`src/rtl/serial_subtractor.sv`:
```
// serial_subtractor: bit-serial a - b, LSB first, one bit per clock.
// A single full-subtractor cell plus a borrow flip-flop walks the operands;
// a start/busy/done handshake frames each WIDTH-cycle operation and the
// diff/borrow/overflow/zero outputs update only when a result completes.
module serial_subtractor #(
    parameter int WIDTH = 8
) (
    input  logic             clk,
    input  logic             rst_n,
    input  logic             start,
    input  logic [WIDTH-1:0] a,
    input  logic [WIDTH-1:0] b,
    output logic [WIDTH-1:0] diff,
    output logic             borrow,
    output logic             overflow,
    output logic             zero,
    output logic             busy,
    output logic             done
);

    localparam int CW = $clog2(WIDTH);

    typedef enum logic [1:0] {
        IDLE = 2'd0,
        RUN  = 2'd1,
        DONE = 2'd2
    } state_t;

    state_t           state;
    logic [WIDTH-1:0] a_sr;
    logic [WIDTH-1:0] b_sr;
    logic [WIDTH-1:0] res_sr;
    logic [WIDTH-1:0] res_next;
    logic [CW-1:0]    cnt;
    logic             br;
    logic             br_next;
    logic             bit_d;
    logic             a_msb;
    logic             b_msb;
    logic             last_bit;

    // Full-subtractor cell on the current operand LSBs and the stored borrow
    assign bit_d    = a_sr[0] ^ b_sr[0] ^ br;
    assign br_next  = (~a_sr[0] & b_sr[0]) | (~(a_sr[0] ^ b_sr[0]) & br);
    assign res_next = {bit_d, res_sr[WIDTH-1:1]};
    assign last_bit = (cnt == CW'(WIDTH - 1));

    // Control FSM, operand/result shifting and registered outputs in one process
    // NOTE: every register here uses <= so all reads see pre-edge values.
    always_ff @(posedge clk or negedge rst_n) begin
        if (!rst_n) begin
            // NOTE: the shift registers are plain flops, so clearing them costs nothing and keeps runs reproducible.
            state    <= IDLE;
            a_sr     <= '0;
            b_sr     <= '0;
            res_sr   <= '0;
            cnt      <= '0;
            br       <= 1'b0;
            a_msb    <= 1'b0;
            b_msb    <= 1'b0;
            diff     <= '0;
            borrow   <= 1'b0;
            overflow <= 1'b0;
            zero     <= 1'b0;
            busy     <= 1'b0;
            done     <= 1'b0;
        end else begin
            case (state)
                IDLE: begin
                    if (start) begin
                        a_sr   <= a;
                        b_sr   <= b;
                        a_msb  <= a[WIDTH-1];
                        b_msb  <= b[WIDTH-1];
                        res_sr <= '0;
                        br     <= 1'b0;
                        cnt    <= '0;
                        busy   <= 1'b1;
                        state  <= RUN;
                    end
                end

                RUN: begin
                    a_sr   <= a_sr >> 1;
                    b_sr   <= b_sr >> 1;
                    res_sr <= res_next;
                    br     <= br_next;
                    cnt    <= cnt + CW'(1);
                    if (last_bit) begin
                        diff     <= res_next;
                        borrow   <= br_next;
                        overflow <= (a_msb != b_msb) && (res_next[WIDTH-1] != a_msb);
                        zero     <= (res_next == '0);
                        busy     <= 1'b0;
                        done     <= 1'b1;
                        state    <= DONE;
                    end
                end

                DONE: begin
                    done  <= 1'b0;
                    state <= IDLE;
                end

                default: begin
                    busy  <= 1'b0;
                    done  <= 1'b0;
                    state <= IDLE;
                end
            endcase
        end
    end

endmodule

```
`config.mk`:
```
export PLATFORM = sky130hd
export DESIGN_NAME = serial_subtractor
export DESIGN_NICKNAME = d
export VERILOG_FILES = /design/src/rtl/serial_subtractor.sv
export SDC_FILE = /design/constraint.sdc
export NUM_CORES = 1
export LEC_CHECK = 0
export ABC_AREA = 0
export BUFFER_PORTS_ARGS = -buffer_cell sky130_fd_sc_hd__buf_2
export CAP_MARGIN = 25
export CORE_MARGIN = 10
export CORE_UTILIZATION = 23
export CTS_BUF_LIST = sky130_fd_sc_hd__clkbuf_8
export DETAILED_ROUTE_END_ITERATION = 10
export SLEW_MARGIN = 10
export SYNTH_ARGS = -nofsm -noshare
export SYNTH_HDL_FRONTEND = slang
export SYNTH_SLANG_ARGS = --single-unit
```
`constraint.sdc`:
```
create_clock -name clk -period 2.2 [get_ports clk]
set_input_delay 0.44 -clock clk [delete_from_list [all_inputs] [get_ports clk]]
set_output_delay 0.44 -clock clk [all_outputs]
set_load 0.01 [all_outputs]
```
; ---- Word level (Yosys, flattened, before mapping)
; Cells that the tools add are included.
[classes]
muxes = 18
bitwise_logic = 9
reduce_logical = 10
n_eq_ne = 7
add_sub_neg = 1
[ops]
columns = cell, count
row1 = $pmux 8 s2, 3
row2 = $mux 8, 3
row3 = $reduce_and 2->1, 5
row4 = $logic_not 8->1, 1
row5 = $pmux 3 s2, 1
row6 = $mux 1, 4
row7 = $mux 2, 2
row8 = $ne 2x2->1 const B, 2
row9 = $not 1->1, 4
row10 = $pmux 1 s2, 2
row11 = $pmux 2 s2, 1
row12 = $add 3x1->3 const B, 1
row13 = $eq 3x3->1 const B, 1
row14 = $mux 3, 1
row15 = $pmux 1 s3, 1
row16 = $reduce_and 3->1, 1
row17 = $and 1x1->1, 2
row18 = $eq 2x1->1 const B, 1
row19 = $eq 2x2->1 const B, 1
row20 = $logic_not 2->1, 1
row21 = $ne 1x1->1, 2
row22 = $reduce_bool 2->1, 1
row23 = $xor 1x1->1, 2
row24 = $logic_and 1x1->1, 1
row25 = $or 1x1->1, 1
[word_totals]
ff_bits = 45

; ---- Logic depth before layout (Yosys ltp)
; Gate-level depths: netlist (run 1).
[depth]
word_depth = 5
depth_mapped = 6

; ---- Worst setup path before layout (run 1)
; No wires, ideal clock.
[synth_path]
kind = flip-flop to flip-flop
startpoint = register cnt[0]
endpoint = register diff[2]
setup_time_ns = 0.125
arrival_time_ns = 1.329
path_slack_ns = 0.746
synth_period_minus_slack_ns = 1.454
required_ns = 2.075
path_stages_with_launch = 6
n_path_buf = 1
path_cell_list = dfrtp_1 -> ha_1 -> ha_1 -> nand3b_4 -> buf_6 -> mux2_4
[synth_between]
elab_chain_len = 2
[synth_lines]
columns = item, line
row1 = from (decl), 34  ; logic [CW-1:0] cnt;
row2 = from (signal assigned), 88  ; cnt <= cnt + CW'(1);
row3 = $eq 3x3->1, 46  ; assign last_bit = (cnt == CW'(WIDTH - 1));
row4 = $reduce_and 2->1 (no source line), n/a
row5 = to (signal assigned), 90  ; diff <= res_next;
row6 = to (decl), 13  ; output logic [WIDTH-1:0] diff,
; Every way passes these cells.
; A chain may end at the register's enable or synchronous reset.

; ---- Worst setup path in the final report (run 1)
[layout_path]
startpoint = register cnt[0]
endpoint = register diff[7]
; Same word-level chain as after synthesis.

==> metrics.cfg, run 1 <==
[run_status]
status = complete, no violations

[route]
totalWireLength_mm = 3.86
viasPerCell = 4.08
drtAntennaViolNets = 0
first_pass_iters = 4
via_count = 1233
drc = 0
routedWlPerCell_um = 12.8
drt_iter0_drc = 37

[clocking]
cts_tree = yes
post_cts_buffers = 0
post_cts_resized = 0
cts_buffer_depth = 2
cts_root_buf = clkbuf_8
clkSinkCount = 44
cts_hold_buf = 0
clk_pin_slew_ns = 0.09
h-tree-depth = 2
numCtsBuffers = 5
worstSkewPairLatency_ns = 0.30

[timing]
setup_viol = 0
tightest_slew_ns = 0.544
timing.fmax_ghz = 0.646
slew_headroom_pct = 63.6
hold_viol = 0
rsz0062_at_grt = no
finalCritPeriodShare_pct = 70.3
finClkSkew_ns = 0.0144
setup_tns_ns = 0
period_needed_ns = 1.55
slew_viol_final = 0

[pwr]
seqPwrFrac_pct = 43.3
p_comb_share_pct = 36.6
powerDensity_nw_per_um2 = 1390
ir_drop_mv = 0.402
clkPwrFrac_pct = 20.1
p_leak_uw = 0.00117
swShare_pct = 34.0
p_sw_uw = 1100
p_int_uw = 2140

[run]
drv_cap = 0

[worst_hold_path]
hold_class = input pin to asynchronous set/reset pin

[floorplanning]
core_um2 = 8300
die_area_um2 = 12700
rows = 33
io-pin-count = 32
die_height_um = 113
initial_core_util_pct = 23.8
die_w_um = 113

[grt]
grt_pass1_wl_mm = 6.44
grt_overflow_total = 0
grt_max_degree = 29
grt_pass1_vias = 1310
grt_usage_pct = 6.21
antenna_found_initial = 0

[setup_path]
worstPathRequired_ns = 2.39
crit_type = flop to flop
cp-startpoint = cnt[0]$_DFFE_PN0P_
slowest_delay_ns = 0.41
start_kind = flop
path_max_fanout = 16
arrival_ns = 1.74
crit_buf_inv = 0
slowest_stage = dfrtp_1
path_cells = ha_1, ha_1, nand3b_4, mux2_2
cpMostUsedCell = ha_1
critPathTopFamily = adder cells
critPathCaptureType = flop
r2r-start = cnt[0]$_DFFE_PN0P_

[logic_synthesis]
netlist_area_um2 = 1970
ys_ff_latch = 44
yosys_warnings = 0
netlist_instances = 163
synth_area_leaders = dfrtp_1 56%, mux2i_1 7.6%, mux2_2 4.6%
synth_nets = 186
yosys.area.top_type = dfrtp_1
ys_types = 26
ys_seq_area_share_pct = 55.8
syn_area_per_cell_um2 = 12.1
synth.top_cell.area_share_pct = 55.8

[placement]
dpl.cell_count = 293
place.gp.congestion = 0.699
dp_hpwl_mm = 2.84
io_buffers = 31

[finish]
nNetsFinal = 219
fill_cells = 880
final_layout_size_suffix_gt1_share_pct = 28.9
utilization_pct = 28.1
syn_to_final_growth_pct = 18.3
fin_cells = 302
multiInputGateArea_um2 = 744
num_antenna_cells = 0
seq_area_um2 = 1100

==> final timing paths <==
kind	endpoint	cells after the start	slack [ns]
worst max-delay path	diff[7]$_DFFE_PN0P_	4	0.65
worst min-delay path	diff[1]$_DFFE_PN0P_	1	0.09
worst max register to register	diff[7]$_DFFE_PN0P_	4	0.65
worst min register to register	a_sr[5]$_DFFE_PN0P_	2	0.48
max in group asynchronous	cnt[2]$_DFFE_PN0P_	2	1.59
min in group clk	b_msb$_DFFE_PN0P_	2	0.40
==> flip-flops by register name, indices dropped and copies added, names as in the netlist, 2 cells and up <==
signal  flops
b_sr        8
state       2
a_sr        8
res_sr      7
cnt         3
diff        8
==> cell usage in the layout, fill, tap and decap left out <==
master / instances
and2b_1: 1
clkbuf_8: 6
mux2_2: 8
dfrtp_1: 44
nor2b_4: 1
a21oi_1: 3
buf_2: 31
mux2i_1: 15
o21ai_0: 12
mux2_4: 2
nand2b_1: 1
o21bai_2: 1
and3b_1: 1
buf_12: 1
buf_8: 1
clkinv_4: 1
nand2_1: 24
bufinv_16: 1
nor4_1: 2
buf_4: 3
nor2_1: 4
nor2b_1: 3
o21ai_1: 12
fa_1: 2
ha_1: 2
a22o_1: 8
inv_1: 6
nand3b_4: 1
==> worst register-to-register path, stage by stage, from the launching register on <==
cell and delay, ns:
dfrtp_1 0.41, ha_1 0.21, ha_1 0.24, nand3b_4 0.22
mux2_2 0.36
==> metal layers <==
| layer | part of all wire [%] | wire length, um | global-route usage, % |
|---|---|---|---|
| met1 | 49 | 1900 | 7.74 |
| met2 | 42 | 1620 | 9.22 |
| met3 | 8.0 | 307 | 3.09 |
| met4 | 0.80 | 31 | 1.78 |
| met5 | 0 | 0 | 0 |
==> area by class of cell <==
| class | count | share of cell area [%] |
|---|---|---|
| Sequential cell | 44 | 47.2 |
| Multi-Input combinational cell | 103 | 31.9 |
| Timing Repair Buffer | 36 | 9.12 |
| Tap cell | 105 | 5.63 |
| Clock buffer | 6 | 3.54 |
| Clock inverter | 2 | 1.66 |
| Inverter | 6 | 0.965 |
==> power by group through the flow <==
stage | Clock, uW | Sequential [uW] | Combinational, uW
2_1_floorplan | 0 | 1410 | 943
3_3_place_gp | 0 | 1420 | 1170
3_5_place_dp | 0 | 1430 | 1200
4_1_cts | 677 | 1410 | 1210
5_1_grt | 707 | 1460 | 1360
6_report | 652 | 1410 | 1190
==> per-stage QoR <==
step / setup slack [ns] / cell area, um^2 / power (uW) / hold slack (ns)
after detailed placement: 0.280 / 2200 / 2630 / 0.437
after CTS: 0.427 / 2320 / 3300 / 0.105
after global routing: 0.440 / 2330 / 3530 / 0.126
after global placement: 0.302 / 2200 / 2590 / 0.436
final: 0.653 / 2330 / 3240 / 0.0917
after floorplan: 0.746 / 1970 / 2350 / 0.144
==> cell families (layout without fill, tap and decap cells) <==
logic type	count (synthesis)	after routing	share of synthesized area, %
mux	25	25	13.7
flops	44	44	55.8
fa+ha+maj	4	4	3.30
compound gates	36	36	11.0
simple gates	38	38	9.77
buf+inv	16	50	6.47
==> cell usage after synthesis (all sizes together) <==
cell / n
a21oi: 3
a22o: 8
and2b: 1
and3b: 1
buf: 9
clkbuf: 1
dfrtp: 44
fa: 2
ha: 2
inv: 6
mux2: 10
mux2i: 15
nand2: 24
nand2b: 1
nand3b: 1
nor2: 4
nor2b: 4
nor4: 2
o21ai: 24
o21bai: 1
No activity file was read; power rests on OpenSTA's default activity.
==> run 2, diff against run 1 <==
clock period = 1.6 ns   (was 2.2 ns; I/O delays follow)
==> metrics.cfg, run 2 (synthesis results as in run 1) <==
[setup_path]
worstPathRequired_ns = 1.78  ; -0.61 ns
start_kind = flop
critPathCaptureType = flop
path_max_fanout = 16  ; unchanged
arrival_ns = 1.70  ; -0.04 ns
crit_type = flop to flop

[clocking]
cts_tree = yes
clkSinkCount = 44  ; unchanged
h-tree-depth = 2  ; unchanged
numCtsBuffers = 5  ; unchanged
clk_pin_slew_ns = 0.08  ; about the same
cts_root_buf = clkbuf_8
worstSkewPairLatency_ns = 0.29  ; about the same
post_cts_resized = 0  ; unchanged
cts_buffer_depth = 2  ; unchanged

[finish]
num_antenna_cells = 0  ; unchanged
layout_commonest_cell = dfrtp_1
final_layout_size_suffix_gt1_share_pct = 28.3  ; -0.65 points
fill_cells = 884  ; +0.45%
syn_to_final_growth_pct = 19.0
top_regs = a_sr: 8 flops, b_sr: 8 flops, diff: 8 flops
utilization_pct = 28.3  ; +0.17 points
mostFrequentLayoutCells = 44 x dfrtp_1, 31 x buf_2, 24 x nand2_1
nNetsFinal = 220  ; +0.46%

[route]
drt_iter0_drc = 59  ; +59%
routedWlPerCell_um = 13.3  ; +4.4%
totalWireLength_mm = 4.05  ; +4.8%
via_count = 1252  ; +1.5%
viasPerCell = 4.13  ; +1.2%
drtAntennaViolNets = 0  ; unchanged
first_pass_iters = 4  ; unchanged
drc = 0  ; unchanged

[timing]
setup_viol = 0  ; unchanged
finClkSkew_ns = 0.00303  ; -0.0113 ns
finalCritPeriodShare_pct = 94.8  ; +24 points
tightest_slew_ns = 0.493  ; -0.0518 ns
period_needed_ns = 1.52  ; -0.0307 ns
hold_viol = 0  ; unchanged
timing.fmax_ghz = 0.660  ; +2.0%
rsz0062_at_grt = no
setup_tns_ns = 0  ; unchanged
slew_headroom_pct = 67.2  ; +3.5 points
slew_viol_final = 0  ; unchanged

[pwr]
ir_drop_mv = 0.624  ; +55%
p_leak_uw = 0.00118  ; +0.72%
powerDensity_nw_per_um2 = 1910  ; +37%

[grt]
grt_pass1_vias = 1378  ; +5.2%
antenna_found_initial = 0  ; unchanged
grt_max_degree = 40  ; +38%
grt_overflow_total = 0  ; unchanged
grt_usage_pct = 6.73  ; +0.52 points
grt_pass1_wl_mm = 6.92  ; +7.5%

[placement]
place.gp.congestion = 0.763  ; +9.1%
io_buffers = 31  ; unchanged
dp_hpwl_mm = 2.92  ; +2.8%

[floorplanning]
rows = 33  ; unchanged
die_height_um = 113  ; unchanged
core_um2 = 8300  ; unchanged
die_area_um2 = 12700  ; unchanged
initial_core_util_pct = 23.8  ; unchanged
io-pin-count = 32  ; unchanged
die_w_um = 113  ; unchanged

[run_status]
status = complete, no violations

[run]
drv_cap = 0  ; unchanged

[worst_hold_path]
hold_class = input pin to flop

## run 2: final timing paths
kind                                     startpoint  cells after the start                  end  slack, ns
worst min-delay path                           b[7]                      2    b_msb$_DFFE_PN0P_       0.27
worst min register to register  a_sr[1]$_DFFE_PN0P_                      2  a_sr[1]$_DFFE_PN0P_       0.49
worst max-delay path             cnt[0]$_DFFE_PN0P_                      4  diff[5]$_DFFE_PN0P_       0.08
worst max register to register   cnt[0]$_DFFE_PN0P_                      4  diff[5]$_DFFE_PN0P_       0.08
min in group asynchronous                     rst_n                      2  diff[0]$_DFFE_PN0P_       0.51
max in group asynchronous                     rst_n                      3  b_sr[4]$_DFFE_PN0P_       0.58
## run 2: power by group
group	leakage, uW	internal [uW]	switching, uW
combinational	0.000561	867	838
clock	0.0000593	457	378
sequential	0.000556	1600	335
## run 2: metrics by stage
stage	hold WS, ns	setup WS (ns)	total power [uW]	instance area (um^2)	std cells
2_1_floorplan	0.0244	0.146	3240	1970	163
3_3_place_gp	0.307	0.101	3630	2230	294
3_5_place_dp	0.313	0.0579	3720	2230	294
4_1_cts	0.262	0.0497	4580	2350	303
5_1_grt	0.262	0.00105	4880	2350	303
6_report	0.275	0.0839	4480	2350	303
## run 2: critical path, stage by stage (launching register included)
cell      delay, ns
dfrtp_1        0.40
ha_1           0.20
ha_1           0.24
nand3b_4       0.21
mux2_2         0.36
## run 2: what timing repair did
action | in CTS | in global routing
endpoints found under the hold margin | 18 | 0
hold buffers | 1 | 0
endpoints found under the setup margin | 0 | 1
buffers inserted | 0 | 0
## run 2: layout make-up
class                           count  area, um^2  share of cell area [%]
Clock buffer                        5        68.8                    2.93
Clock inverter                      3        38.8                    1.65
Inverter                            6        22.5                   0.959
Multi-Input combinational cell    103         744                    31.7
Sequential cell                    44        1100                    46.9
Tap cell                          105         131                    5.60
Timing Repair Buffer               37         240                    10.2
## run 2: layer usage
layer / vias to the layer above / share of wire [%] / GRT usage (%)
li1: 622 / - / -
met3: 2 / 7.9 / 3.83
met5: - / 0 / 0
met4: 0 / 0.20 / 1.27
met2: 31 / 45 / 10.2
met1: 597 / 47 / 8.15
